$ cat config.mk
export PLATFORM = sky130hd
export DESIGN_NAME = fetch_stage
export DESIGN_NICKNAME = d
export VERILOG_FILES = /design/src/rtl/fetch_stage.sv
export SDC_FILE = /design/constraint.sdc
export NUM_CORES = 1
export LEC_CHECK = 0
export ABC_CLOCK_PERIOD_IN_PS = 8590
export CAP_MARGIN = 30
export CORE_MARGIN = 2
export CORE_UTILIZATION = 30
export CTS_BUF_LIST = sky130_fd_sc_hd__clkbuf_2 sky130_fd_sc_hd__clkbuf_4 sky130_fd_sc_hd__clkbuf_8
export DETAILED_ROUTE_END_ITERATION = 8
export SLEW_MARGIN = 20
export SYNTH_ARGS = -nofsm -noshare
export SYNTH_HDL_FRONTEND = slang
export SYNTH_SLANG_ARGS = --single-unit
$ cat constraint.sdc
create_clock -name CLK -period 8.59 [get_ports CLK]
set_input_delay 0.859 -clock CLK [delete_from_list [all_inputs] [get_ports CLK]]
set_output_delay 0.859 -clock CLK [all_outputs]
set_load 0.05 [all_outputs]
$ cat src/rtl/fetch_stage.sv
// Instruction fetch stage: PC register, icache request, one-entry skid
// buffer for decode back-pressure, pending-redirect capture and the IF/ID
// pipeline register.
module fetch_stage #(
  parameter logic [31:0] PC_INIT = 32'h00000000
) (
  input  logic        CLK,
  input  logic        RST,
  input  logic        ihit,
  input  logic [31:0] imemload,
  output logic        imemREN,
  output logic [31:0] imemaddr,
  input  logic        stall,
  input  logic        flush,
  input  logic        redirect,
  input  logic [31:0] redirect_pc,
  input  logic        halt,
  output logic [31:0] instr_out,
  output logic [31:0] npc_out,
  output logic        valid_out
);

  typedef enum logic [1:0] {
    FETCH    = 2'd0,
    BUFFERED = 2'd1,
    HALTED   = 2'd2
  } state_t;

  state_t      state_q, state_d;
  logic [31:0] pc_q, pc_d;
  logic        pend_valid_q, pend_valid_d;
  logic [31:0] pend_pc_q, pend_pc_d;
  logic [31:0] skid_instr_q, skid_instr_d;
  logic [31:0] skid_npc_q, skid_npc_d;
  logic [31:0] instr_q, instr_d;
  logic [31:0] npc_q, npc_d;
  logic        valid_q, valid_d;

  logic [31:0] pc_plus4;
  logic [31:0] target_pc;
  logic        redir_any;

  // A redirect arriving this cycle wins over one captured earlier.
  assign pc_plus4  = pc_q + 32'd4;
  assign redir_any = redirect | pend_valid_q;
  assign target_pc = redirect ? redirect_pc : pend_pc_q;

  // The fetch address is the PC itself, so it cannot move during a miss.
  assign imemaddr  = pc_q;
  assign instr_out = instr_q;
  assign npc_out   = npc_q;
  assign valid_out = valid_q;

  // Next-state, PC, skid buffer and IF/ID update logic.
  always_comb begin
    state_d      = state_q;
    pc_d         = pc_q;
    pend_valid_d = pend_valid_q;
    pend_pc_d    = pend_pc_q;
    skid_instr_d = skid_instr_q;
    skid_npc_d   = skid_npc_q;
    instr_d      = instr_q;
    npc_d        = npc_q;
    valid_d      = valid_q;
    imemREN      = (state_q == FETCH);

    // Remember a redirect until the next PC update consumes it.
    if (redirect) begin
      pend_valid_d = 1'b1;
      pend_pc_d    = redirect_pc;
    end

    case (state_q)
      FETCH: begin
        if (ihit) begin
          if (redir_any) begin
            // Word belongs to the wrong path: drop it and steer the PC.
            pc_d         = target_pc;
            pend_valid_d = 1'b0;
          end else begin
            pc_d = pc_plus4;
            if (stall) begin
              skid_instr_d = imemload;
              skid_npc_d   = pc_plus4;
              state_d      = BUFFERED;
            end else begin
              instr_d = imemload;
              npc_d   = pc_plus4;
              valid_d = 1'b1;
            end
          end
        end
      end
      BUFFERED: begin
        if (redir_any) begin
          pc_d         = target_pc;
          pend_valid_d = 1'b0;
          skid_instr_d = 32'd0;
          skid_npc_d   = 32'd0;
          state_d      = FETCH;
        end else if (!stall) begin
          instr_d = skid_instr_q;
          npc_d   = skid_npc_q;
          valid_d = 1'b1;
          state_d = FETCH;
        end
      end
      HALTED: begin
        pend_valid_d = 1'b0;
      end
      default: begin
        state_d = FETCH;
      end
    endcase

    // Squash the instruction in IF/ID when control flow changes or on flush.
    if (redirect && (state_q != HALTED)) valid_d = 1'b0;
    if (flush) valid_d = 1'b0;

    // Halt overrides everything except reset and is sticky.
    if (halt) begin
      state_d      = HALTED;
      pc_d         = pc_q;
      pend_valid_d = 1'b0;
      skid_instr_d = 32'd0;
      skid_npc_d   = 32'd0;
      valid_d      = 1'b0;
    end
  end

  // State register with asynchronous reset.
  always_ff @(posedge CLK or posedge RST) begin
    if (RST) begin
      state_q      <= FETCH;
      pc_q         <= PC_INIT;
      pend_valid_q <= 1'b0;
      pend_pc_q    <= 32'd0;
      skid_instr_q <= 32'd0;
      skid_npc_q   <= 32'd0;
      instr_q      <= 32'd0;
      npc_q        <= 32'd0;
      valid_q      <= 1'b0;
    end else begin
      state_q      <= state_d;
      pc_q         <= pc_d;
      pend_valid_q <= pend_valid_d;
      pend_pc_q    <= pend_pc_d;
      skid_instr_q <= skid_instr_d;
      skid_npc_q   <= skid_npc_d;
      instr_q      <= instr_d;
      npc_q        <= npc_d;
      valid_q      <= valid_d;
    end
  end

endmodule
### Word level (Yosys, flattened, before mapping)

Index checks and enable logic that the tools add are counted.

| storage, ports and cells | value |
|---|---|
| flip-flop bits (word level) | 196 |
| word-level logic and storage cells | 85 |
| output and inout port bits | 98 |
| bits of input ports | 71 |

| operators by class | value |
|---|---|
| reduce and logical (&&, ||, !) cells | 10 |
| add/sub/neg operators | 1 |
| bitwise logic cells | 2 |
| mux-type cells | 47 |
| equal/unequal tests | 16 |

Operator list:

| kind | number |
|---|---|
| $mux 32 | 23 |
| $pmux 32 s2 | 5 |
| $add 32x3->32 const B | 1 |
| $ne 2x2->1 const B | 8 |
| $mux 2 | 6 |
| $mux 1 | 10 |
| $reduce_and 5->1 | 2 |
| $ne 3x3->1 const B | 2 |
| $pmux 2 s3 | 1 |
| $reduce_and 6->1 | 1 |
| $ne 5x2->1 const B | 1 |
| $reduce_bool 5->1 | 1 |
| $ne 4x4->1 const B | 1 |
| $reduce_and 4->1 | 1 |
| $ne 3x1->1 const B | 1 |
| $ne 3x2->1 const B | 1 |
| $pmux 1 s3 | 1 |
| $reduce_bool 3->1 | 1 |
| $eq 2x1->1 const B | 1 |
| $eq 2x2->1 const B | 1 |
| $logic_not 2->1 | 1 |
| $pmux 1 s2 | 1 |
| $reduce_and 2->1 | 1 |
| $reduce_bool 2->1 | 1 |
| other kinds (3) | 3 |

### Logic depth before layout (Yosys ltp)

| logic depth | value |
|---|---|
| depth in word-level cells | 7 |
| mapped depth | 8 |
| gate-level depth less buffers | 6 |

### Worst setup path before layout

OpenSTA, ideal clock, no wires.

| timing | value |
|---|---|
| path kind | in2reg |
| from | input port redirect |
| to | register npc_q[24], in the netlist npc_out[24] |
| setup slack | 5932 ps |
| stages on the path | 8 |
| data arrival time | 2589 ps |
| library setup time | 69 ps |
| path buffers | 3 |
| data required time | 8521 ps |
| cell sequence | buf_2 -> or2_1 -> clkbuf_1 -> or4_1 -> clkbuf_1 -> or3_1 -> mux2_2 -> nand3_1 |

| between the ends | value |
|---|---|
| cells in the longest elaborated chain, start to end | 3 |
| elaborated cells between the ends (all ways) | 4 |
| those cells by class | eq/ne: 2; bitwise: 1; reduce/logical: 1 |

Ends and longest elaborated chain:

| what | line | RTL |
|---|---|---|
| from (decl) | 15 | `input logic redirect,` |
| $or 1x1->1 * | 45 | `assign redir_any = redirect \| pend_valid_q;` |
| $ne 2x2->1 (no line) | n/a |  |
| $reduce_and 6->1 (no line) * | n/a |  |
| to (signal assigned) | 151 | `npc_q <= npc_d;` |
| to (decl) | 36 | `logic [31:0] npc_q, npc_d;` |

Every way passes the cells marked *; elsewhere a longest branch is shown, timed or not.
A chain may end at the register's enable or synchronous reset.

### Final worst setup path

| timing | value |
|---|---|
| from | register state_q[0] |
| to | register skid_instr_q[2] |

| between the ends | value |
|---|---|
| cells in the longest elaborated chain, start to end | 3 |
| elaborated cells between the ends (all ways) | 10 |
| those cells by class | eq/ne: 5; mux: 2; reduce/logical: 3 |

Ends and longest elaborated chain:

| what | line | RTL |
|---|---|---|
| from (decl) | 29 | `state_t state_q, state_d;` |
| from (signal assigned) | 144 | `state_q <= state_d;` |
| $eq 2x1->1 or $logic_not 2->1 (tied branches) | 73 | `case (state_q)` |
| $ne 3x3->1 (no line) (tied with other cells) | n/a |  |
| $reduce_and 5->1 (no line) or $mux 32 (tied branches) | n/a |  |
| to (signal assigned) | 148 | `skid_instr_q <= skid_instr_d;` |
| to (decl) | 33 | `logic [31:0] skid_instr_q, skid_instr_d;` |

Several ways; a longest one is shown, not always the timed one.

==> impl_metrics.py <==
metrics = {
    "grt": {
        "grt_pass1_wl_um": 39600,
        "grt.total_usage": 0.163,
        "grt_max_degree": 126,
        "antenna_found_initial": 0,
        "grt_overflow": 0,
        "grt_pass1_vias": 6755,
    },
    "clock_tree": {
        "clock_path_buffers": 2,
        "clock-sinks": 196,
        "cts_resized": 0,
        "htree_levels": 4,
        "post_cts_buffers": 0,
        "insertion_delay_ps": 480,
        "clk_pin_slew_ps": 100,
        "cts_tree": "done",
        "holdBufCountCts": 0,
        "cts_buffers": 17,
        "cts_root_buf": "clkbuf_8",
    },
    "critical_path": {
        "rr_worst_depth": 5,
        "start_kind": "flip-flop",
        "cp-end-kind": "flip-flop",
        "path_max_fanout": 64,
        "path_cells": "nor2b_4 > buf_4 > a211oi_4 > buf_4 > a32o_1",
        "path_class": "flip-flop to flip-flop",
        "required_ps": 8950,
        "r2r-start": "state_q[0]",
        "slowest_delay_ps": 760,
        "crit_slowest_cell": "nor2b_4",
        "crit_path_frequent_cell": "buf_4",
        "arrival_ps": 3330,
        "crit_start": "state_q[0]",
    },
    "cells_and_area": {
        "layout-drive-gt1-share": 0.0987,
        "seqCellArea_um2": 4900,
        "fin_nets": 1092,
        "layout_common_cells": "dfrtp_1 (196), clkdlybuf4s50_1 (167), nand2_1 (150), nor2_1 (74), o21ai_0 (58)",
        "n_antenna_cell": 0,
        "fillers": 2830,
        "syn2layout_area_growth_pct": 28.3,
        "final_common_cell": "dfrtp_1",
        "multi_input_area_um2": 3710,
    },
    "yosys": {
        "yosys.cell_types.count": 54,
        "synth-compound-area-share": 0.178,
        "yosysWarnings": 0,
        "synth_top_family_by_area": "compound AO/OA/AOI/OAI gates",
        "avgSynthCellArea_um2": 9.95,
        "syn_area_um2": 8870,
        "synth_edf_count": 0,
        "ys_seq_area_frac": 0.553,
        "muxShareOfSynthArea": 0.0516,
        "postSynthCellCount": 892,
        "yosys.area_share.xor_xnor": 0.0227,
        "yosys.area_share.simple": 0.159,
        "synth_fa_ha_area_frac": 0.00141,
        "ys_ff_latch": 196,
        "synth_nets": 964,
        "synthFlopType": "dfrtp_1",
        "async_flop_share": 1.00,
    },
    "status": {
        "status": "completed",
    },
    "floorplanning": {
        "dieArea_um2": 31000,
        "die_x_um": 176,
        "initial_core_util": 0.307,
        "core-area_um2": 28900,
        "die_h_um": 176,
        "row_count": 62,
        "io_pins": 169,
    },
    "detailed_routing": {
        "drt_iter0_drc": 761,
        "first_pass_iters": 5,
        "vias": 7175,
        "drc": 0,
        "ant_nets": 0,
        "drt-total-wl_um": 25100,
        "via_per_inst": 5.06,
        "wl_per_cell_um": 17.7,
    },
    "sta": {
        "hold_viol_final": 0,
        "tns_ps": 0,
        "setup_viol": 0,
        "tightest_slew_ps": 865,
        "fmax_ghz": 0.336,
        "holdWs_ps": 478,
        "period_needed_ps": 2980,
        "post-route-period-util": 0.347,
        "slew_violations": 0,
        "rsz0062_at_grt": "false",
        "maxSlewHeadroom": 0.422,
        "finClkSkew_ps": 15.6,
    },
    "power_and_ir_drop": {
        "combPwrFrac": 0.136,
        "p_per_area_nw_per_um2": 162,
        "p_int_mw": 1.30,
        "netSwitchingPower_uw": 544,
        "clkPwrFrac": 0.330,
        "power_frac_seq": 0.533,
        "p_leak_nw": 4.71,
        "peakVddDrop_v": 0.0000726,
        "switching_share": 0.295,
    },
    "worst_hold_path": {
        "hold_path_startpoint": "skid_npc_q[27]",
        "hold_class": "flip-flop to flip-flop",
        "hold_depth": 2,
    },
    "placed_design": {
        "io_buffers": 168,
        "routabilityCongestion": 0.818,
        "dp_hpwl_um": 16500,
    },
    "flow_run": {
        "maxCapViolations": 0,
    },
}
-- kinds of logic after synthesis --
kind of cell / after synthesis
and+or+nand+nor: 315
buffers and inverters: 78
AOI/OAI and AO/OA: 238
muxes: 41
DFF: 196
xor gates and xnor gates: 23
adders and majority gates: 1
-- power by group through the flow --
stage | combinational (mW) | sequential, mW | clock (mW)
6_report | 0.251 | 0.982 | 0.608
5_1_grt | 0.269 | 0.987 | 0.665
4_1_cts | 0.251 | 0.982 | 0.625
3_5_place_dp | 0.249 | 1.00 | 0
3_3_place_gp | 0.247 | 0.999 | 0
2_1_floorplan | 0.0847 | 1.06 | 0
-- layout make-up --
cell class | instances | area share
multi-input cells | 618 | 0.326
well taps | 384 | 0.0422
repair buffers | 182 | 0.164
clock buffers | 17 | 0.0206
flip-flops and latches | 196 | 0.431
inverters | 5 | 0.00231
clock inverters | 15 | 0.0143
-- routing by layer --
| metal | vias to the layer above | GRT usage | routed length, um |
|---|---|---|---|
| li1 | 3449 | - | - |
| met1 | 3508 | 0.243 | 12100 |
| met2 | 201 | 0.246 | 11300 |
| met4 | 0 | 0.0413 | 274 |
| met5 | - | 0 | 0 |
| met3 | 17 | 0.0297 | 1380 |
-- synthesized netlist by cell type, drive strengths merged (4+ instances only) --
master	n	area, um2
dfrtp	196	4900
nand2	150	563
nor2	76	285
o21ai	60	300
clkbuf	59	221
a21oi	42	210
a31oi	38	238
mux2	38	428
a32o	32	320
nand3	26	148
o22ai	21	131
and3	16	100
xor2	15	131
buf	14	66.3
a2bb2oi	12	105
nor3	11	55.1
xnor2	8	70.1
nand2b	7	43.8
nand4	7	43.8
a22o	6	52.6
nor4	6	43.8
inv	5	18.8
o211ai	5	37.5
o31a	5	45.0
a22oi	4	30.0
or4	4	37.5
-- flip-flops by register name, summed over array words and instances (netlist names) --
register	count
imemaddr	32
valid_out	1
instr_out	32
pend_pc_q	32
npc_out	32
skid_instr_q	32
skid_npc_q	32
state_q	2
pend_valid_q	1
-- final timing paths --
kind	endpoint	slack (ps)
max	skid_instr_q[2]	5610
min	skid_npc_q[27]	480
max reg2reg	skid_instr_q[2]	5610
min reg2reg	skid_npc_q[27]	480
max in group asynchronous	pend_pc_q[20]	6810
min in group asynchronous	instr_out[4]	780
-- worst max-delay path: cells and delay by family, from the launching register on --
family                 cells  cell delay [ps]
buffers and inverters      2              940
AND/OR/NAND/NOR            1              760
flip-flops                 1              650
AO/OA/AOI/OAI              2              430
-- stage by stage --
step | power, mW | cells | util | setup WS, ps | area, um2
final | 1.84 | 1417 | 0.393 | 5610 | 11400
after floorplan | 1.14 | 892 | - | 2390 | 8870
after global routing | 1.92 | 1417 | 0.393 | 5450 | 11400
after global placement | 1.25 | 1380 | 0.375 | 4650 | 10900
after CTS | 1.86 | 1414 | 0.391 | 5100 | 11300
after detailed placement | 1.25 | 1382 | 0.377 | 4600 | 10900
No activity file was read; power rests on OpenSTA's default activity.
